$ cat src/rtl/sigmoid_approx.sv
// Pipelined binary32 sigmoid: piecewise-linear fit evaluated on |x| in fixed point,
// then renormalised and rounded back to float. Three cycles from sampling edge to output.
module sigmoid_approx #(
  parameter int exp_width   = 8,
  parameter int mant_width  = 24,
  parameter int total_width = exp_width + mant_width
) (
  input  logic                   clk,
  input  logic                   rst_l,
  input  logic [total_width-1:0] in_x,
  input  logic [2:0]             round_mode,
  output logic [total_width-1:0] out_sigmoid,
  output logic [4:0]             exceptions
);
  localparam int frac_width = mant_width - 1;
  localparam int bias       = (1 << (exp_width - 1)) - 1;
  localparam int a_width    = 33;  // |x| as 3.30
  localparam int a_frac     = 30;
  localparam int y_width    = 36;  // 1.35: a/32 of a 3.30 value stays exact
  localparam int sum_width  = mant_width + 1;

  localparam logic [a_width-1:0] a_five   = a_width'(5) << a_frac;
  localparam logic [a_width-1:0] a_brk_hi = a_width'(19) << (a_frac - 3);  // 2.375
  localparam logic [a_width-1:0] a_one    = a_width'(1) << a_frac;
  localparam logic [y_width-1:0] y_one    = y_width'(1) << 35;
  localparam logic [y_width-1:0] y_c_hi   = y_width'(27) << 30;  // 0.84375
  localparam logic [y_width-1:0] y_c_mid  = y_width'(5) << 32;   // 0.625
  localparam logic [y_width-1:0] y_c_lo   = y_width'(1) << 34;   // 0.5
  localparam logic [total_width-1:0] qnan =
    {1'b0, {exp_width{1'b1}}, 1'b1, {(frac_width-1){1'b0}}};

  // Input capture; valid bits keep post-reset garbage from reaching the output.
  logic [total_width-1:0] x_reg;
  logic [2:0]             rm_reg;
  logic [2:0]             vld_reg;

  always_ff @(posedge clk) begin
    if (!rst_l) begin
      x_reg   <= '0;
      rm_reg  <= '0;
      vld_reg <= '0;
    end else begin
      x_reg   <= in_x;
      rm_reg  <= round_mode;
      vld_reg <= {vld_reg[1:0], 1'b1};
    end
  end

  // Stage 1: |x| to 3.30 fixed point with sticky
  logic                    sign_w;
  logic [exp_width-1:0]    e_w;
  logic [frac_width-1:0]   f_w;
  logic [a_width-1:0]      a_w;
  logic                    sticky_w;
  logic                    nan_w;
  logic [2*mant_width-1:0] ext_w;
  int                      ue;
  int                      sh;

  assign {sign_w, e_w, f_w} = x_reg;

  always_comb begin
    a_w      = '0;
    sticky_w = 1'b0;
    nan_w    = 1'b0;
    ext_w    = '0;
    ue       = int'(e_w) - bias;
    sh       = ue + a_frac - frac_width;
    if (&e_w) begin
      nan_w = |f_w;
      a_w   = a_five;  // infinities saturate like any large operand
    end else if (e_w == '0) begin
      sticky_w = |f_w;
    end else if (ue >= 3) begin
      a_w = a_five;
    end else if (sh >= 0) begin
      a_w = a_width'({1'b1, f_w}) << sh;
      if (a_w > a_five) a_w = a_five;
    end else begin
      ext_w    = {1'b1, f_w, {mant_width{1'b0}}} >> ((-sh > mant_width) ? mant_width : -sh);
      a_w      = a_width'(ext_w[2*mant_width-1:mant_width]);
      sticky_w = |ext_w[mant_width-1:0];
    end
  end

  logic [a_width-1:0] s1_a_reg;
  logic               s1_sticky_reg;
  logic               s1_sign_reg;
  logic               s1_nan_reg;
  logic [2:0]         s1_rm_reg;

  always_ff @(posedge clk) begin
    if (!rst_l) begin
      s1_a_reg      <= '0;
      s1_sticky_reg <= 1'b0;
      s1_sign_reg   <= 1'b0;
      s1_nan_reg    <= 1'b0;
      s1_rm_reg     <= '0;
    end else begin
      s1_a_reg      <= a_w;
      s1_sticky_reg <= sticky_w;
      s1_sign_reg   <= sign_w;
      s1_nan_reg    <= nan_w;
      s1_rm_reg     <= rm_reg;
    end
  end

  // Stage 2: in 1.35, a/32 is the raw 3.30 word, so slopes become left shifts
  logic [y_width-1:0] y_w;
  logic [y_width-1:0] r_w;

  always_comb begin
    if (s1_a_reg >= a_five)        y_w = y_one;
    else if (s1_a_reg >= a_brk_hi) y_w = y_width'(s1_a_reg) + y_c_hi;
    else if (s1_a_reg >= a_one)    y_w = (y_width'(s1_a_reg) << 2) + y_c_mid;
    else                           y_w = (y_width'(s1_a_reg) << 3) + y_c_lo;
    r_w = s1_sign_reg ? (y_one - y_w) : y_w;
  end

  logic [y_width-1:0] s2_r_reg;
  logic               s2_sticky_reg;
  logic               s2_nan_reg;
  logic [2:0]         s2_rm_reg;

  always_ff @(posedge clk) begin
    if (!rst_l) begin
      s2_r_reg      <= '0;
      s2_sticky_reg <= 1'b0;
      s2_nan_reg    <= 1'b0;
      s2_rm_reg     <= '0;
    end else begin
      s2_r_reg      <= r_w;
      s2_sticky_reg <= s1_sticky_reg;
      s2_nan_reg    <= s1_nan_reg;
      s2_rm_reg     <= s1_rm_reg;
    end
  end

  // Stage 3: normalise, round, pack (result is never negative, so RDN acts as RTZ)
  int                     lead;
  logic [y_width-1:0]     norm_w;
  logic [mant_width-1:0]  sig_w;
  logic                   guard_w;
  logic                   rest_w;
  logic                   up_w;
  logic [sum_width-1:0]   sum_w;
  logic [exp_width-1:0]   exp_w;
  logic [frac_width-1:0]  frac_w;
  logic [total_width-1:0] res_w;
  logic                   inexact_w;

  always_comb begin
    lead = 0;
    for (int i = 0; i < y_width; i++) begin
      if (s2_r_reg[i]) lead = i;
    end
    norm_w  = s2_r_reg << (y_width - 1 - lead);
    sig_w   = norm_w[y_width-1 -: mant_width];
    guard_w = norm_w[y_width-1-mant_width];
    rest_w  = (|norm_w[y_width-2-mant_width:0]) | s2_sticky_reg;
    case (s2_rm_reg)
      3'b001, 3'b010: up_w = 1'b0;
      3'b011:         up_w = guard_w | rest_w;
      3'b100:         up_w = guard_w;
      default:        up_w = guard_w & (rest_w | sig_w[0]);
    endcase
    sum_w     = {1'b0, sig_w} + sum_width'(up_w);
    exp_w     = exp_width'(bias - (y_width - 1) + lead + int'(sum_w[mant_width]));
    frac_w    = sum_w[mant_width] ? sum_w[mant_width-1:1] : sum_w[frac_width-1:0];
    res_w     = {1'b0, exp_w, frac_w};
    inexact_w = guard_w | rest_w;
    if (s2_nan_reg) begin
      res_w     = qnan;
      inexact_w = 1'b0;
    end else if (s2_r_reg == '0) begin
      res_w     = '0;
      inexact_w = s2_sticky_reg;
    end
  end

  always_ff @(posedge clk) begin
    if (!rst_l) begin
      out_sigmoid <= '0;
      exceptions  <= '0;
    end else if (vld_reg[2]) begin
      out_sigmoid <= res_w;
      exceptions  <= {s2_nan_reg, 3'b000, inexact_w};
    end
  end
endmodule

$ cat config.mk
export PLATFORM = sky130hd
export DESIGN_NAME = sigmoid_approx
export DESIGN_NICKNAME = d
export VERILOG_FILES = /design/src/rtl/sigmoid_approx.sv
export SDC_FILE = /design/constraint.sdc
export NUM_CORES = 1
export LEC_CHECK = 0
export ABC_AREA = 1
export CORE_ASPECT_RATIO = 0.9
export CORE_MARGIN = 4
export CORE_UTILIZATION = 45
export DETAILED_ROUTE_END_ITERATION = 8
export PLACE_DENSITY = 0.63
export SLEW_MARGIN = 0
export SYNTH_ARGS = -nofsm -noshare
export SYNTH_HDL_FRONTEND = slang
export SYNTH_SLANG_ARGS = --single-unit
export TNS_END_PERCENT = 50
$ cat constraint.sdc
create_clock -name clk -period 13.5 [get_ports clk]
set_input_delay 2.7 -clock clk [delete_from_list [all_inputs] [get_ports clk]]
set_output_delay 2.7 -clock clk [all_outputs]
set_load 0.01 [all_outputs]
; Word level (Yosys, flattened, before mapping)
; Index checks and enable logic that the tools add are counted.
[totals]
ff_bits = 152
latchBits = 0
ramBits = 0
romBits = 0
n_memories = 0
[op_classes]
addsub = 12
multipliers = 0
n_div = 0
order_cmp = 7
eq_ne = 4
shift = 3
mux = 55
bitwise = 6
reduce_logical = 11
[ops]
columns = cell, count
row1 = two-way mux 32 bit, 35
row2 = two-way mux 33 bit, 5
row3 = two-way mux 36 bit, 4
row4 = two-way mux 31 bit, 2
row5 = >> shifter 48 x 32 -> 48 bit, 1
row6 = "adder 33 x 35 -> 36 bit, second input constant", 1
row7 = "adder 35 x 35 -> 36 bit, second input constant", 1
row8 = "adder 36 x 35 -> 36 bit, second input constant", 1
row9 = zero test 36 bit, 1
row10 = << shifter 36 x 32 -> 36 bit, 1
row11 = "subtractor 36 bit, first input constant", 1
row12 = "greater-or-equal comparator 33 x 31 -> 1 bit, second input constant", 1
row13 = "greater-or-equal comparator 33 x 32 -> 1 bit, second input constant", 1
row14 = "greater-or-equal comparator 33 bit, second input constant", 1
row15 = "greater-than comparator 33 bit, second input constant", 1
row16 = << shifter 24 x 32 -> 33 bit, 1
row17 = "greater-than comparator 32 x 6 -> 1 bit, second input constant", 1
row18 = negator 11 -> 32 bit, 1
row19 = "subtractor 7 x 32 -> 32 bit, first input constant", 1
row20 = adder 24 x 1 -> 25 bit, 1
row21 = OR reduction 24 bit, 1
row22 = two-way mux 23 bit, 1
row23 = OR reduction 23 bit, 1
row24 = "greater-or-equal comparator 11 x 1 -> 1 bit, second input constant", 1
row25 = 21 further kinds, 32

; Longest topological paths before layout
[logic_depth]
depth_word = 46
mapped_depth = 65
ltp_nobuf = 65

; Worst setup path before layout
; OpenSTA, ideal clock, no wires.
[synth_path]
path_type = register to register
from = reg s2_r_reg[5]
to = reg out_sigmoid[27]
setup_time_ns = 0.070
t_arrival_ns = 5.591
required_time_ns = 13.430
slack_ns = 7.838
path_stages_with_launch = 43
synth_period_minus_slack_ns = 5.662
path_cell_list = dfxtp_1 nor2_1 nand3_1 a31oi_1 nor2_1 o21ai_0 a21oi_1 inv_1 clkbuf_1 buf_2 o211ai_1 ha_1 a21oi_1 clkinv_1 clkbuf_1 nor2_1 nand3b_1 nand4_1 (+7 left out) o31ai_1 ha_1 ha_1 inv_1 nor2_1 nand3_1 nor2_1 nand2_1 nor2_1 nand4_1 nor3_1 ha_1 ha_1 inv_1 nand2_1 xnor2_1 nand2_1 a21oi_1
[synth_between]
elab_chain_cells = 42
elab_cells_between_ends = 45
classes_between = add/sub (4) / shift (1) / mux (34) / bitwise (4) / reduce/logical (2)
[synth_lines]
columns = element, line_no
row1 = "start, declared", 120  ; logic [y_width-1:0] s2_r_reg;
row2 = "start signal, assigned", 132  ; s2_r_reg <= r_w;
row3 = two-way mux 32 bit (31 in series), 155  ; if (s2_r_reg[i]) lead = i;
row4 = subtractor 7 x 32 -> 32 bit, 157  ; norm_w = s2_r_reg << (y_width - 1 - lead);
row5 = << shifter 36 x 32 -> 36 bit, 157
row6 = OR reduction 11 bit, 160  ; rest_w = (|norm_w[y_width-2-mant_width:0]) | s2_sticky_reg;
row7 = OR 1 bit, 160
row8 = OR 1 bit, 165  ; default: up_w = guard_w & (rest_w | sig_w[0]);
row9 = bitwise AND 1 bit, 165
row10 = case mux 1 bit (3 select lines), 161  ; case (s2_rm_reg)
row11 = adder 24 x 1 -> 25 bit, 167  ; sum_w = {1'b0, sig_w} + sum_width'(up_w);
row12 = adder 8 x 2 -> 8 bit, 168  ; exp_w = exp_width'(bias - (y_width - 1) + lead + int'(sum_w[mant_width]));
row13 = two-way mux 31 bit (*), 175  ; end else if (s2_r_reg == '0) begin
row14 = two-way mux 31 bit (*), 172  ; if (s2_nan_reg) begin
row15 = "end signal, assigned", 186  ; out_sigmoid <= res_w;
row16 = "end, declared", 12  ; output logic [total_width-1:0] out_sigmoid,
; Mark *: on every way between the ends. The rest lies on a longest branch, timed or not.
; A chain may end at the register's enable or synchronous reset.

; Worst setup path in the final report
; Same ends and word-level chain as after synthesis.

==> reports/metrics.sh <==
PLACED_AREA_UM2=14850
POWER_FRAC_SEQ_PCT=23.9
CELL_WITH_THE_LARGEST_STAGE_DELAY_ON_THE_WORST_PATH='sky130_fd_sc_hd__clkinv_1'
SYNTH_SEQ_CELLS=151
LARGEST_REGISTER_FF_COUNT=36
CRIT_TOP_CELL='sky130_fd_sc_hd__nor2_1'
DIE_WIDTH_UM=195.4
ROW_COUNT=61
MEAN_INSTANCE_SIZE_IN_THE_SYNTHESIZED_NETLIST_UM2=5.753
TIMING.MAX_SLEW.REL_SLACK_PCT=33.78
LAYOUT.CELL_AREA.NON_FILLER_UM2=15420
NNETSFINAL=2505
COMBINATIONALPOWERSHARE_PCT=53.4
FINAL_CELLS=2864
DRT_PRE_ANTENNA_ITERS=6
SYNTH_SEQUENTIAL_AREA_RATIO_PCT=21.25
NUMCLOCKSINKS=151
DOMINANTREGCELLSYNTH='sky130_fd_sc_hd__dfxtp_1'
WIRE_PER_INST_UM=16.64
COUNT_OF_VIAS_PLACED_BY_THE_DETAILED_ROUTER=16110
CATEGORY_OF_THE_WORST_SETUP_PATH_CAPTURE_POINT='flip-flop'
MAX-VDD-IR-DROP_mV=0.09845
CTS_HTREE_LEVELS=4
SYNTH_EDF_COUNT=0
ANTENNA_VIOLATIONS_BEFORE_REPAIR=0
SLEW_VIOL_FINAL=0
AREA_OF_THE_MULTI_INPUT_GATES_UM2=9296
MAX_SLEW.WORST_PIN.SLEW_NS=0.9896
TIMING.HOLD.WORST.START='vld_reg[1]'
CP.REQUIRED_NS=13.86
POWER_LEAKAGE_nW=6.911
CTS_POST_SETUP_BUFFERS_INSERTED=0
WORST_HOLD_PATH_TYPE='reg -> reg'
FRACTION_OF_LAYOUT_CELLS_WITH_A_SIZE_SUFFIX_ABOVE_1_PCT=5.214
TOTALNEGATIVESETUPSLACK_NS=0
NETLIST_AREA_UM2=14220
SETUP.WORST_PATH.START='s2_r_reg[5]'
HPWL_UM=37570
DIE_Y_UM=176.7
DIE_AREA_UM2=34520
DRT-VIAS-PER-INSTANCE=5.624
PRECTSSETUPSLACK_NS=6.278
TOTAL_GR_OVERFLOW=0
PIN_COUNT=74
CP_DATA_ARRIVAL_TIME_NS=7.67
TOP_FAMILY_BY_DELAY_ON_CRITICAL_PATH='simple AND/OR/NAND/NOR gates'
RSZ_0062_RAISED_AFTER_GLOBAL_ROUTING='no'
P_CLK_SHARE_PCT=22.7
CRITICALPATHCATEGORY='reg -> reg'
WORST-PATH-BUF-INV=9
WORST_R2R_END='out_sigmoid[27]'
GRT_FIRST_PASS_WIRELENGTH_UM=75760
SETUP_SLACK_REG_TO_REG_NS=6.19
ROUTABILITY_DRIVEN_PLACEMENT_CONGESTION_RATIO=0.9992
MAXCAPVIOLCOUNT=0
FP.COREAREA_UM2=31060
CTS_BUFFERS=17
NUM_ANTENNA_CELLS=0
FINALWORSTSETUPSLACK_NS=6.193
SYN_INST=2472
FIRST_GLOBAL_VIAS=14330
PWR_DENSITY_CELL_nW_PER_UM2=133.4
SWSHARE_PCT=49.68
TRITONCTS='done'
REPORT.FINAL.HOLD_VIOL_COUNT=0
CRITICAL_PATH.REG2REG.STARTPOINT='s2_r_reg[5]'
TIMING.HOLD.WS_NS=0.4132
FINCLKSKEW_NS=0.01420
CLK_PATH_BUF_DEPTH=2
RUN_STATUS='finished clean'
DR_ITER_0_VIOLS=1547
PERIOD_SHARE_PCT=54.12
PORT_BUFFERS=69
END_POINT_OF_THE_CRITICAL_PATH='out_sigmoid[27]'
STARTING_DENSITY_PCT=45.78
SYN2LAYOUT_AREA_GROWTH_PCT=8.392
CRITICAL_PATH_DEPTH=43
CTSHOLDBUFFERS=0
GRTUSAGETOTAL_PCT=26.72
HIGHEST_CELL_DELAY_ON_THE_WORST_TIMING_PATH_NS=0.73
DPL.CELL_COUNT=2832
POWER.TOTAL_mW=2.057
CTS-ROOT-BUF='sky130_fd_sc_hd__clkbuf_16'
AGGREGATE_ROUTED_WIRE_LENGTH_UM=47650
YS_WARN_COUNT=0
CLKSLEWWORSTSETUPHOLDPATHS_NS=0.07
REGAREA_UM2=3023
POSTSYNTH.ASYNCRESETSHARE_PCT=0
LAYOUT.CORE_UTILIZATION_PCT=49.63
CTS_RESIZED=0
P_SWITCHING_mW=1.022
GRT_START_MAX_NET_PINS=73
CP_MAX_FO=36
WORSTSETUPSTARTPOINTTYPE='flip-flop'
MAX_FREQ_MHz=136.9
CELL_INTERNAL_PWR_mW=1.035
FINALWORSTPATHREQUIREDPERIOD_NS=7.307
WORSTREGTOREGCELLS=43
DRT.ANTENNA.VIOLATING_NETS=0
POST-ROUTE-DRC-COUNT=0
CLOCK_LATENCY_NS=0.44
FINAL.FILL_COUNT=3244
SYNTHDISTINCTLIBCELLS=68
SETUP_VIOL_COUNT_FINAL=0
## cells in the mapped netlist, drive strengths merged (26+ instances only)
library cell  instances  area [um^2]
nand2               627         2389
dfxtp               151         3023
inv                 326         1231
a21oi               125        625.6
clkbuf               74        285.3
mux2i                26        260.3
buf                  58        381.6
nand3               310         1592
nor2                267         1086
nor3                 61        330.3
ha                   26        325.3
o21ai               198         1021
o22ai                28        175.2
nand4                37        244.0
## tightest hold or removal path: cells and delay by family, from the launching register on
family | cells | cell delay, ns
flops | 1 | 0.31
simple gates | 1 | 0.04
buf+inv | 1 | 0.04
## cell families after synthesis
logic type	count (synthesis)	share of synthesized area [%]
XOR/XNOR	17	1.100
multiplexers	26	1.830
other	1	0.02637
buffers and inverters	463	13.49
adder cells (fa/ha/maj)	26	2.287
AO/OA/AOI/OAI	438	17.91
flip-flops	151	21.25
AND/OR/NAND/NOR	1350	42.10
## layer usage
| layer | routed length [um] | GRT usage, % |
|---|---|---|
| met1 | 23580 | 40.95 |
| met2 | 19620 | 39.32 |
| met3 | 3388 | 3.559 |
| met4 | 1058 | 6.806 |
| met5 | 0 | 0 |
## worst min path at each step
stage               slack [ns]  depth (start not counted)           end
CTS                       0.42                          2    vld_reg[2]
finish                    0.41                          2    vld_reg[2]
global placement          0.39                          2    vld_reg[1]
detailed placement        0.40                          2  s2_rm_reg[2]
floorplan                 0.39                          2  s1_rm_reg[0]
global route              0.43                          2    vld_reg[2]
## cells in the final DEF (no fill, tap or decap), types with 10 or more instances in the layout
| cell | n |
|---|---|
| sky130_fd_sc_hd__ha_1 | 26 |
| sky130_fd_sc_hd__nand3_1 | 302 |
| sky130_fd_sc_hd__or2_2 | 10 |
| sky130_fd_sc_hd__nor3_1 | 56 |
| sky130_fd_sc_hd__inv_1 | 310 |
| sky130_fd_sc_hd__nor2_1 | 251 |
| sky130_fd_sc_hd__mux2i_1 | 26 |
| sky130_fd_sc_hd__o21ai_1 | 66 |
| sky130_fd_sc_hd__nand2_1 | 619 |
| sky130_fd_sc_hd__o22ai_1 | 28 |
| sky130_fd_sc_hd__o21ai_0 | 124 |
| sky130_fd_sc_hd__o211ai_1 | 24 |
| sky130_fd_sc_hd__clkdlybuf4s50_1 | 68 |
| sky130_fd_sc_hd__nand4_1 | 35 |
| sky130_fd_sc_hd__clkbuf_16 | 17 |
| sky130_fd_sc_hd__o31ai_1 | 11 |
| sky130_fd_sc_hd__inv_2 | 13 |
| sky130_fd_sc_hd__nor4_1 | 15 |
| sky130_fd_sc_hd__nand3b_1 | 10 |
| sky130_fd_sc_hd__xor2_1 | 12 |
| sky130_fd_sc_hd__dfxtp_1 | 151 |
| sky130_fd_sc_hd__a21oi_1 | 124 |
| sky130_fd_sc_hd__buf_4 | 11 |
## power groups by stage
stage / Combinational, mW / Clock [mW] / Sequential [mW]
2_1_floorplan: 0.803 / 0 / 0.498
3_3_place_gp: 1.07 / 0 / 0.502
3_5_place_dp: 1.07 / 0 / 0.502
4_1_cts: 1.07 / 0.476 / 0.492
5_1_grt: 1.23 / 0.494 / 0.496
6_report: 1.10 / 0.467 / 0.492
## area by class of cell
cell class              instances  area share (%)
repair buffers                 80           4.983
clock buffers                  17           2.760
inverters                     331           8.116
clock inverters                15          0.9090
multi-input cells            1861           60.30
flip-flops and latches        151           19.61
well taps                     409           3.320
No activity file was read; power rests on OpenSTA's default activity.
